File: config.mk
export PLATFORM = sky130hd
export DESIGN_NAME = instr_fetch_flat
export DESIGN_NICKNAME = d
export VERILOG_FILES = /design/src/rtl/instr_fetch_if.sv /design/src/rtl/instr_fetch.sv /design/src/flat_wrapper.sv
export SDC_FILE = /design/constraint.sdc
export NUM_CORES = 1
export LEC_CHECK = 0
export CAP_MARGIN = 10
export CORE_MARGIN = 1.5
export CORE_UTILIZATION = 30
export CTS_CLUSTER_SIZE = 16
export DETAILED_ROUTE_END_ITERATION = 10
export PLACE_DENSITY = 0.68
export SYNTH_ARGS = -nofsm -noshare
export SYNTH_HDL_FRONTEND = slang
export SYNTH_SLANG_ARGS = --single-unit
File: constraint.sdc
create_clock -name clk -period 2.45 [get_ports clk]
set_clock_uncertainty 0.15 [all_clocks]
set_input_delay 0.49 -clock clk [delete_from_list [all_inputs] [get_ports clk]]
set_output_delay 0.49 -clock clk [all_outputs]
set_load 0.03 [all_outputs]
File: src/rtl/instr_fetch_if.sv
// Fetch-stage bus: decode redirect/exception inputs, combinational ROM port, IF/ID outputs.
// master = fetch stage, slave = decode/ROM side.
interface instr_fetch_if;
    logic        stall;
    logic        br_taken;
    logic [31:0] br_target;
    logic        jump;
    logic [25:0] jump_index;
    logic        jr;
    logic [31:0] jr_target;
    logic        exc;
    logic        irq;
    logic [30:0] rom_addr;
    logic [31:0] rom_data;
    logic [31:0] instr;
    logic        instr_valid;
    logic [31:0] pc_id;
    logic [31:0] pc_id_plus4;
    logic [31:0] epc;
    logic        epc_we;

    modport master (
        input  stall, br_taken, br_target, jump, jump_index, jr, jr_target, exc, irq, rom_data,
        output rom_addr, instr, instr_valid, pc_id, pc_id_plus4, epc, epc_we
    );

    modport slave (
        output stall, br_taken, br_target, jump, jump_index, jr, jr_target, exc, irq, rom_data,
        input  rom_addr, instr, instr_valid, pc_id, pc_id_plus4, epc, epc_we
    );
endinterface

File: src/rtl/instr_fetch.sv
// MIPS fetch stage: PC with kernel bit, IF/ID register, redirects and irq/exception vectoring.
// Latency one cycle address-to-IR, one bubble per redirect; stall freezes all state. Optional: FETCH_IRQ_EN.
module instr_fetch #(
    parameter logic [31:0] RESET_PC = 32'h8000_0000,
    parameter logic [31:0] IRQ_VEC  = 32'h8000_0004,
    parameter logic [31:0] EXC_VEC  = 32'h8000_0008,
    parameter logic [31:0] NOP_WORD = 32'h0000_0000
) (
    input  logic          clk,
    input  logic          reset,
    instr_fetch_if.master bus
);
    logic [31:0] pc_q, pc_d;
    logic [31:0] instr_q, instr_d;
    logic [31:0] pc_id_q, pc_id_d;
    logic [31:0] epc_q, epc_d;
    logic        valid_q, valid_d;
    logic        epc_we_q, epc_we_d;

    logic [31:0] pc_plus4, pc_id_plus4, jump_tgt, br_tgt, flow_tgt;
    logic        flow_redir, irq_take;

    // Low 31 bits wrap on their own; the kernel bit never takes a carry.
    assign pc_plus4    = {pc_q[31], pc_q[30:0] + 31'd4};
    assign pc_id_plus4 = {pc_id_q[31], pc_id_q[30:0] + 31'd4};
    assign jump_tgt    = {pc_id_q[31], pc_id_plus4[30:28], bus.jump_index, 2'b00};
    assign br_tgt      = {pc_q[31], bus.br_target[30:0]};
    assign flow_redir  = bus.jr | bus.jump | bus.br_taken;

    logic unused_bits;
    assign unused_bits = bus.br_target[31];

`ifdef FETCH_IRQ_EN
    assign irq_take = bus.irq & ~pc_q[31] & ~bus.exc;
`else
    logic unused_irq;
    assign unused_irq = ^{bus.irq, IRQ_VEC};
    assign irq_take   = 1'b0;
`endif

    always_comb begin
        flow_tgt = pc_q;
        if (bus.jr)            flow_tgt = bus.jr_target;
        else if (bus.jump)     flow_tgt = jump_tgt;
        else if (bus.br_taken) flow_tgt = br_tgt;
    end

    always_comb begin
        pc_d     = pc_plus4;
        instr_d  = bus.rom_data;
        pc_id_d  = pc_q;
        valid_d  = 1'b1;
        epc_d    = epc_q;
        epc_we_d = 1'b0;
        if (bus.exc) begin
            pc_d     = EXC_VEC;
            instr_d  = NOP_WORD;
            pc_id_d  = pc_id_q;
            valid_d  = 1'b0;
            epc_d    = pc_id_plus4;
            epc_we_d = 1'b1;
        end else if (irq_take) begin
            // Return address is wherever fetch would have gone had the irq not won.
            pc_d     = IRQ_VEC;
            instr_d  = NOP_WORD;
            pc_id_d  = pc_id_q;
            valid_d  = 1'b0;
            epc_d    = flow_tgt;
            epc_we_d = 1'b1;
        end else if (flow_redir) begin
            pc_d     = flow_tgt;
            instr_d  = NOP_WORD;
            pc_id_d  = pc_id_q;
            valid_d  = 1'b0;
        end
    end

    always_ff @(posedge clk) begin
        if (reset) begin
            pc_q     <= RESET_PC;
            instr_q  <= NOP_WORD;
            pc_id_q  <= 32'h0;
            valid_q  <= 1'b0;
            epc_q    <= 32'h0;
            epc_we_q <= 1'b0;
        end else if (!bus.stall) begin
            pc_q     <= pc_d;
            instr_q  <= instr_d;
            pc_id_q  <= pc_id_d;
            valid_q  <= valid_d;
            epc_q    <= epc_d;
            epc_we_q <= epc_we_d;
        end else begin
            epc_we_q <= 1'b0;
        end
    end

    assign bus.rom_addr    = pc_q[30:0];
    assign bus.instr       = instr_q;
    assign bus.instr_valid = valid_q;
    assign bus.pc_id       = pc_id_q;
    assign bus.pc_id_plus4 = pc_id_plus4;
    assign bus.epc         = epc_q;
    assign bus.epc_we      = epc_we_q;
endmodule

File: src/flat_wrapper.sv
// flat-port wrapper written by rule: the top's interface ports become plain ports
module instr_fetch_flat 
#(
    parameter logic [31:0] RESET_PC = 32'h8000_0000,
    parameter logic [31:0] IRQ_VEC  = 32'h8000_0004,
    parameter logic [31:0] EXC_VEC  = 32'h8000_0008,
    parameter logic [31:0] NOP_WORD = 32'h0000_0000
)
  (clk, reset, bus_stall, bus_br_taken, bus_br_target, bus_jump, bus_jump_index, bus_jr, bus_jr_target, bus_exc, bus_irq, bus_rom_data, bus_rom_addr, bus_instr, bus_instr_valid, bus_pc_id, bus_pc_id_plus4, bus_epc, bus_epc_we);
  instr_fetch_if bus_i ();
  input  logic clk;
  input  logic reset;
  input wire logic [$bits(bus_i.stall)-1:0] bus_stall;
  input wire logic [$bits(bus_i.br_taken)-1:0] bus_br_taken;
  input wire logic [$bits(bus_i.br_target)-1:0] bus_br_target;
  input wire logic [$bits(bus_i.jump)-1:0] bus_jump;
  input wire logic [$bits(bus_i.jump_index)-1:0] bus_jump_index;
  input wire logic [$bits(bus_i.jr)-1:0] bus_jr;
  input wire logic [$bits(bus_i.jr_target)-1:0] bus_jr_target;
  input wire logic [$bits(bus_i.exc)-1:0] bus_exc;
  input wire logic [$bits(bus_i.irq)-1:0] bus_irq;
  input wire logic [$bits(bus_i.rom_data)-1:0] bus_rom_data;
  output wire logic [$bits(bus_i.rom_addr)-1:0] bus_rom_addr;
  output wire logic [$bits(bus_i.instr)-1:0] bus_instr;
  output wire logic [$bits(bus_i.instr_valid)-1:0] bus_instr_valid;
  output wire logic [$bits(bus_i.pc_id)-1:0] bus_pc_id;
  output wire logic [$bits(bus_i.pc_id_plus4)-1:0] bus_pc_id_plus4;
  output wire logic [$bits(bus_i.epc)-1:0] bus_epc;
  output wire logic [$bits(bus_i.epc_we)-1:0] bus_epc_we;
  assign bus_i.stall = bus_stall;
  assign bus_i.br_taken = bus_br_taken;
  assign bus_i.br_target = bus_br_target;
  assign bus_i.jump = bus_jump;
  assign bus_i.jump_index = bus_jump_index;
  assign bus_i.jr = bus_jr;
  assign bus_i.jr_target = bus_jr_target;
  assign bus_i.exc = bus_exc;
  assign bus_i.irq = bus_irq;
  assign bus_i.rom_data = bus_rom_data;
  assign bus_rom_addr = bus_i.rom_addr;
  assign bus_instr = bus_i.instr;
  assign bus_instr_valid = bus_i.instr_valid;
  assign bus_pc_id = bus_i.pc_id;
  assign bus_pc_id_plus4 = bus_i.pc_id_plus4;
  assign bus_epc = bus_i.epc;
  assign bus_epc_we = bus_i.epc_we;
  instr_fetch #(.RESET_PC(RESET_PC), .IRQ_VEC(IRQ_VEC), .EXC_VEC(EXC_VEC), .NOP_WORD(NOP_WORD)) u_core (.clk(clk), .reset(reset), .bus(bus_i));
endmodule
==> out/qor.yml <==
status: "finished, violations left"
violations: "setup timing"
crit_path_cell_trace: "nand3_4, or2_4, or3_4, or3_4, xnor2_4, buf_6"
cts_tree: "done"
cap_violations: 0
drc: 0
dr.pass1.iters: 7
path_clk_slew_ns: 0.06
final_nets: 1360
syn_nets: 978
ctsRootBufferMaster: "clkbuf_16"
detailed_place_hpwl_um: 19000
slew_headroom_pct: 59.3
die_area_um2: 21800
critPathRequiredTime_ns: 1.81
worstPathArrival_ns: 2.19
syn_to_final_growth_pct: 83.1
cts-hold-fix-buffers: 0
setup_slack_ns: -0.376
yosys_most_used_dff: "dfxtp_1"
yosys_warnings: 0
ys_types: 46
p_sw_mw: 1.53
ys_async_sr_fraction_pct: 0
yosysTopAreaCell: "dfxtp_1"
ir_worst_vdd_v: 0.000483
finalCritPeriodShare_pct: 115
worstSetupPathType: "flip-flop to output port"
syn_area_um2: 6290
r2r_setup_slack_ns: 0.17
worstMarginPinSlew_ns: 0.611
drtAntennaViolNets: 0
p_total_mw: 5.74
rsz0062_at_grt: "yes"
pwr-share-clk_pct: 46.2
ys_top_cells_by_count: "nand2_1 (133), nor2_1 (132), dfxtp_1 (130)"
antenna_found_initial: 0
hp-class: "input pin to flip-flop"
r2r-end: "u_core.bus.epc[16]$_SDFFE_PP0P_"
synthTopCellsByArea: "dfxtp_1 (41%), nand2_1 (7.9%), nor2_1 (7.9%), a22oi_1 (6.1%), a21oi_1 (5.1%)"
min_from: "reset"
r2r_start: "u_core.bus.pc_id[7]$_SDFFE_PP0P_"
grt_pass1_wl_um: 38500
synth_seq_area_share_pct: 41.4
critPathSlowestCell: "or3_4"
finalWeightedCongestion: 0.909
avgViaCountPerCell: 4.99
cpMostUsedCell: "or3_4"
htreeDepth: 4
io_pins: 291
clock-sinks: 130
gr-usage-all-layers_pct: 22.5
core.rowCount: 52
io_buffers: 288
drt_first_iter_violations: 471
initial_core_util_pct: 30.8
grt_max_degree: 58
netSwitchingFraction_pct: 26.7
r2r_cells: 12
p_per_area_nw_per_um2: 499
die_x_um: 148
fp.dieH_um: 148
synth_top_area_share_pct: 41.4
intPower_mw: 4.21
hold_path_end: "u_core.pc_q[22]$_SDFFE_PP0P_"
drt-total-wl_um: 25300
seq_area_um2: 2650
yosysMostFrequentCell: "nand2_1"
clk_latency_ns: 0.42
finalSetupTns_ns: -4.25
cp_num_buf_inv: 1
fillers: 1842
hold_path_depth: 2
multi_input_area_um2: 3760
slew_violations: 0
slowest_delay_ns: 0.41
grt_pass1_vias: 7137
path_max_fanout: 3
avgSynthCellArea_um2: 7.43
critPathCaptureType: "output port"
synth_edf_count: 0
setup_viol_count_final: 20
p_comb_share_pct: 15.4
post_drt_wl_per_cell_um: 16.8
hold_violations: 0
vias: 7529
crit_start: "u_core.bus.pc_id[7]$_SDFFE_PP0P_"
power_frac_seq_pct: 38.5
core_area_um2: 20400
timing.hold.ws_ns: 0.253
max_freq_ghz: 0.354
p_leak_nw: 4.50
cts_buffers: 17
gr-total-overflow: 0
synth_seq_cells: 130
post-route-min-period_ns: 2.83
startpoint_type: "flip-flop"
cp_top_family: "simple AND/OR/NAND/NOR gates"
clockBufferDepth: 2
synth_cells: 846
antenna-diode-count: 0
drive_above_1_share_pct: 22.3
post-place-ws_ns: -0.0390
-- layout make-up --
cell class	count	share of cell area, %
clock inverter	14	1.51
timing repair buffer	427	35.3
sequential	130	23.0
clock buffer	17	3.69
inverter	27	0.880
multi-input combinational	625	32.7
tap	270	2.93
-- stage by stage --
| stage | cell area [um2] | cells | util (%) |
|---|---|---|---|
| after detailed placement | 10200 | 1454 | 50.1 |
| after CTS | 11200 | 1497 | 54.7 |
| final | 11500 | 1510 | 56.4 |
| after global placement | 10200 | 1454 | 50.1 |
| after global routing | 11500 | 1510 | 56.4 |
| after floorplan | 6380 | 846 | - |
-- power by group through the flow --
| stage | registers, mW | logic (mW) | clock network [mW] |
|---|---|---|---|
| finish | 2.21 | 0.882 | 2.65 |
| global route | 2.21 | 0.947 | 2.78 |
| CTS | 2.21 | 0.882 | 2.68 |
| detailed placement | 2.26 | 0.877 | 0 |
| global placement | 2.25 | 0.870 | 0 |
| floorplan | 2.36 | 0.275 | 0 |
-- flip-flops by register name, indices dropped and copies added (netlist names) --
| register | count |
|---|---|
| u_core.bus.epc | 32 |
| u_core.bus.instr | 32 |
| u_core.bus.pc_id | 32 |
| u_core.pc_q | 32 |
| u_core.bus.epc_we | 1 |
| u_core.bus.instr_valid | 1 |
-- logic make-up after synthesis --
logic type / after synthesis / share of synthesized area [%]
fa+ha+maj: 2 / 0.398
buf+inv: 91 / 5.75
mux: 4 / 0.637
compound gates: 222 / 21.8
flops: 130 / 41.4
simple gates: 367 / 25.7
xor+xnor: 30 / 4.30
-- cells in the final DEF (no fill, tap or decap), types with 12 or more instances in the layout --
| cell | n |
|---|---|
| a31oi_1 | 12 |
| nor3_1 | 29 |
| dfxtp_1 | 111 |
| o21ai_0 | 51 |
| buf_6 | 33 |
| buf_4 | 121 |
| clkdlybuf4s50_1 | 258 |
| nor2_1 | 124 |
| inv_1 | 25 |
| nand2_1 | 128 |
| a22oi_1 | 51 |
| clkbuf_16 | 17 |
| nand3_1 | 16 |
| a21oi_1 | 64 |
-- what timing repair did --
action | CTS | global route
setup buffers | 12 | 14
pin swaps | 26 | 28
hold endpoints to repair | 0 | 0
endpoints found under the setup margin | 27 | 24
resized for setup | 63 | 53
cloned | 0 | 0
-- how the worst max path moves through the flow --
| stage | endpoint | cells after the start |
|---|---|---|
| 2_1_floorplan | bus_pc_id_plus4[20] | 5 |
| 4_1_cts | bus_pc_id_plus4[20] | 6 |
| 6_report | bus_pc_id_plus4[20] | 6 |
| 3_5_place_dp | bus_pc_id_plus4[20] | 6 |
| 5_1_grt | bus_pc_id_plus4[27] | 8 |
| 3_3_place_gp | bus_pc_id_plus4[27] | 8 |
-- metal layers --
metal / track usage (%) / up-vias / wire, um
met5: 0 / - / 0
met4: 5.95 / 0 / 350
met3: 5.28 / 27 / 1860
met2: 37.9 / 348 / 12200
met1: 28.8 / 3442 / 10900
li1: - / 3712 / -
No activity file was read; power rests on OpenSTA's default activity.
==> RTL edit 1: new RTL, same settings <==
The option `FETCH_IRQ_EN` is turned on by a define.
--- a/src/rtl/instr_fetch.sv
+++ b/src/rtl/instr_fetch.sv
@@ -2,2 +2,4 @@
 // Latency one cycle address-to-IR, one bubble per redirect; stall freezes all state. Optional: FETCH_IRQ_EN.
+`define FETCH_IRQ_EN
+
 module instr_fetch #(
Behaviour: not the same (Yosys sat finds a counterexample within 4 cycles, from zero or initial values and one cycle with reset high).
==> RTL edit 1 against the unedited design <==
- the run still ends with negative setup slack left
- area after synthesis is 15% higher
- final cell count is 6.4% higher
- sequential cell count stayed put
- routed wire length is 20% higher
- cell area is 5.6% higher
- worst setup slack hardly changed
- power is 0.99% higher
- critical path depth is 2 higher
- largest cell class is now multi-input combinational cells
==> RTL edit 1: results (changes against the unedited design) <==
Status
  • Status: finished with violations
  • Violated checks: negative setup slack

Placement
  • Placer congestion estimate: 0.8779 (-3.4%)
  • Placed instance area: 11170 sq um (+9.1%)
  • Final HPWL DP: 22.69 mm (+20%)
  • Port bufs: 289 (+0.35%)
  • Pre-CTS WS: -0.2588 ns (-0.2198 ns)

Detailed routing
  • Routed length on met2: 14.72 mm (+20%)
  • Routed wire length on met3: 2.495 mm (+35%)
  • Total routed wirelength: 30.34 mm (+20%)
  • Met1 WL: 12.40 mm (+14%)
  • DR iter-0 viols: 476 (+1.1%)
  • Via count: 8421 (+12%)

Timing
  • Fin Setup TNS: -4.508 ns (-0.2546 ns)
  • Min Hold Slack: 0.2414 ns (-0.01187 ns)
  • PnR worst setup slack: -0.3760 ns (-0.0003440 ns)
  • Final setup viols: 17 (-15%)
  • Worst-Margin Slew: 0.4892 ns (-0.1218 ns)

Critical path
  • Start point of the critical path: u_core.bus.pc_id[11]
  • Crit path max fanout: 4 (+1)
  • CP max stage delay: 0.45 ns (+0.04 ns)
  • Flop-to-flop setup slack: 0.29 ns (+0.12 ns)
  • Critical R2R Launch: u_core.pc_q[2]
  • Reg2reg path depth: 6 (-6)
  • R2R Path End: u_core.pc_q[26]
  • Critical Path End: bus_pc_id_plus4[23]
  • CP max stage cell: or4_4

GRT
  • Initial antenna violation count: 0 (unchanged)
  • Pin count of the biggest net entering global routing: 42 (-28%)
  • GRT Total Usage: 23.90% (+1.4 points)
  • Global-route wire length before repair: 45.64 mm (+19%)
  • Met1 GRT Util: 28.92% (+0.11 points)
  • GR Layer Usage met2: 40.92% (+3.0 points)
  • Grt met3 use: 6.543% (+1.3 points)
  • Vias in the first global route: 8121 (+14%)

Logic synthesis
  • Distinct cells, synth: 69 (+50%)
  • Syn nets: 1034 (+5.7%)
  • Largest cells by area after synthesis: dfxtp_1, nand2_1, a22oi_1
  • Async set-reset flop share out of synthesis: 0% (unchanged)
  • Sequential share of the synthesized area: 36.01% (-5.4 points)
  • Top cells by count, synth: nand2_1, dfxtp_1, o21ai_0
  • Mapped Avg Cell Area: 8.012 sq um (+7.8%)

Worst hold path
  • Hold EP: u_core.bus.epc[1]
  • Min-delay worst type: in -> reg
  • Hold depth: 2 (unchanged)
  • Hold path start: reset

CTS
  • Post-CTS sizing: 56 (-11%)
  • Total CTS buffers: 17 (unchanged)
  • H-Tree Depth: 4 (unchanged)
  • Post-CTS setup buffer count: 10 (-2)
  • Root buffer cell: clkbuf_16

Cells and area
  • Share of layout cells above drive strength 1: 23.39% (+1.1 points)
  • Final net count: 1406 (+3.4%)
  • Final std cells w/o fill: 1606 (+6.4%)

Power
  • Leak: 4.692 nW (+4.2%)
  • VDD IR max: 0.4039 mV (-16%)
  • Sw Ratio: 26.26% (-0.40 points)
  • Sequential power: 2.19 mW
  • PnR Total Power: 5.797 mW (+0.99%)
-- RTL edit 1: cell types whose count changed after synthesis, moves of 11 or more --
| cell | delta |
|---|---|
| nor2_1 | -75 |
| mux2_2 | +26 |
| clkbuf_1 | -12 |
| buf_2 | +14 |
| o21ai_0 | +11 |
| mux2i_1 | +37 |
-- RTL edit 1: cell type report --
class	count	area, sq um
clock buffer	21	460.4
fill	2247	11380
clock inverter	11	152.6
inverter	25	93.84
tap	319	399.1
timing repair buffer	429	4060
multi-input combinational	671	4370
sequential	130	2628
-- RTL edit 1: logic make-up after synthesis --
logic type | share of synthesized area, %
AOI/OAI and AO/OA | 21.52
adders and majority gates | 0.3462
xor gates and xnor gates | 3.151
DFF | 36.01
muxes | 9.730
buffers and inverters | 6.752
and+or+nand+nor | 22.49
-- RTL edit 1: critical path, delay by kind of cell, from the launching register on --
family,cells,cell delay [ns]
xor+xnor,1,0.17
buf+inv,4,0.45
simple gates,3,0.80
flops,1,0.33
==> RTL edit 2: new RTL, same flow settings <==
Made on the original files. Make the reset (`reset`) asynchronous in one clocked block.
--- a/src/rtl/instr_fetch.sv
+++ b/src/rtl/instr_fetch.sv
@@ -77,3 +77,3 @@
 
-    always_ff @(posedge clk) begin
+    always_ff @(posedge clk or posedge reset) begin
         if (reset) begin
Behaviour: differs if reset is asserted again (counterexample within 4 cycles, from zero or initial values and one cycle with reset high); with reset held inactive, the same outputs for 4 cycles.
==> RTL edit 2 against the unedited design <==
- the flow still finishes with violations (negative setup slack)
- routed wire length rose by 2.0%
- sequential cell count did not move
- final cell count fell by 6.6%
- maximum frequency rose by 5.8%
- die area rose by 7.9%
- cell area rose by 3.8%
- area after synthesis rose by 8.1%
- worst setup slack improved by 0.15 ns
- largest cell class unchanged
- highest routed layer unchanged
Power is not compared: it rests on default switching activity, and its combinational part moved more than twofold at a synthesized area within 25%.
==> RTL edit 2: results (changes against the unedited design) <==
Logic synthesis
  • Post-synthesis xor/xnor area fraction: 3.478% (-0.82 points)
  • Syn Inst Count: 744 (-12%)
  • Top cells by count, synth: nand2_1, dfrtp_1, o21ai_0
  • Async set-reset flop share out of synthesis: 100.0% (+100 points)
  • Adder-cell area share of the yosys netlist: 0.3681% (-0.030 points)
  • Largest cells by area after synthesis: dfrtp_1, nand2_1, a22o_1
  • Sequential share of the synthesized area: 47.87% (+6.5 points)
  • Distinct cells, synth: 65 (+41%)

Detailed routing
  • Pre-Repair DR Iteration Count: 6 (-1)
  • Total routed wirelength: 25.83 mm (+2.0%)
  • Routed length on met2: 12.33 mm (+0.75%)
  • Vias per cell: 5.065 (+1.6%)
  • Routed wire length on met3: 1.661 mm (-10%)

Cells and area
  • Fill count: 1962 (+6.5%)
  • Post-layout util: 54.24% (-2.1 points)
  • Share of layout cells above drive strength 1: 24.71% (+2.5 points)

Critical path
  • Crit-path leading delay family: buffers and inverters
  • Crit path max fanout: 4 (+1)
  • R2R Path End: u_core.pc_q[26]
  • CP max stage cell: dfrtp_2
  • Critical R2R Launch: u_core.pc_q[5]
  • Flop-to-flop setup slack: 0.22 ns (+0.05 ns)
  • Start point of the critical path: u_core.bus.pc_id[2]
  • Critical path arrival: 2.03 ns (-0.16 ns)

Placement
  • Dpl cells: 1350 (-7.2%)
  • Final HPWL DP: 19.21 mm (+1.3%)
  • Placer congestion estimate: 0.8816 (-3.0%)

Timing
  • PnR worst setup slack: -0.2220 ns (+0.1537 ns)
  • Min Hold Slack: 0.3273 ns (+0.07397 ns)
  • Final setup viols: 19 (-5.0%)

GRT
  • GR Layer Usage met2: 36.01% (-1.9 points)
  • GRT Total Usage: 21.95% (-0.54 points)
  • Initial antenna violation count: 1 (+1)
  • Global-route wire length before repair: 40.32 mm (+4.7%)
  • Grt met3 use: 4.481% (-0.80 points)
  • Met1 GRT Util: 27.91% (-0.90 points)
  • Pin count of the biggest net entering global routing: 108 (+86%)

Status
  • Violated checks: negative setup slack
  • Status: finished with violations

Worst hold path
  • Min-delay worst type: reg -> reg
-- RTL edit 2: cell count changes in the layout (fill, tap and decap cells not counted), sizes merged, moves of 9 or more --
cell / before / now
a21oi: 64 / 22
mux2: 0 / 17
inv: 34 / 23
nand2: 133 / 170
o21ai: 51 / 60
a22oi: 51 / 16
nor3: 34 / 17
nor2: 132 / 40
dfrtp: 0 / 129
buf: 166 / 146
dfxtp: 130 / 0
a22o: 4 / 41
-- RTL edit 2: tightest hold or removal path, delay by kind of cell (launching register included) --
family | cells | cell delay, ns
flops | 1 | 0.34
simple gates | 2 | 0.10
-- RTL edit 2: cell type report --
cell class	instances	area share [%]
Multi-Input combinational cell	542	31.07
Antenna cell	1	0.02094
Sequential cell	130	27.35
Inverter	20	0.6598
Clock buffer	17	3.561
Clock inverter	15	1.518
Timing Repair Buffer	405	32.88
Tap cell	280	2.932
-- RTL edit 2: timing repair --
action	CTS	global route
pin swaps	24	23
setup buffers	18	10
setup endpoints to repair	28	28
gates resized for setup	93	42
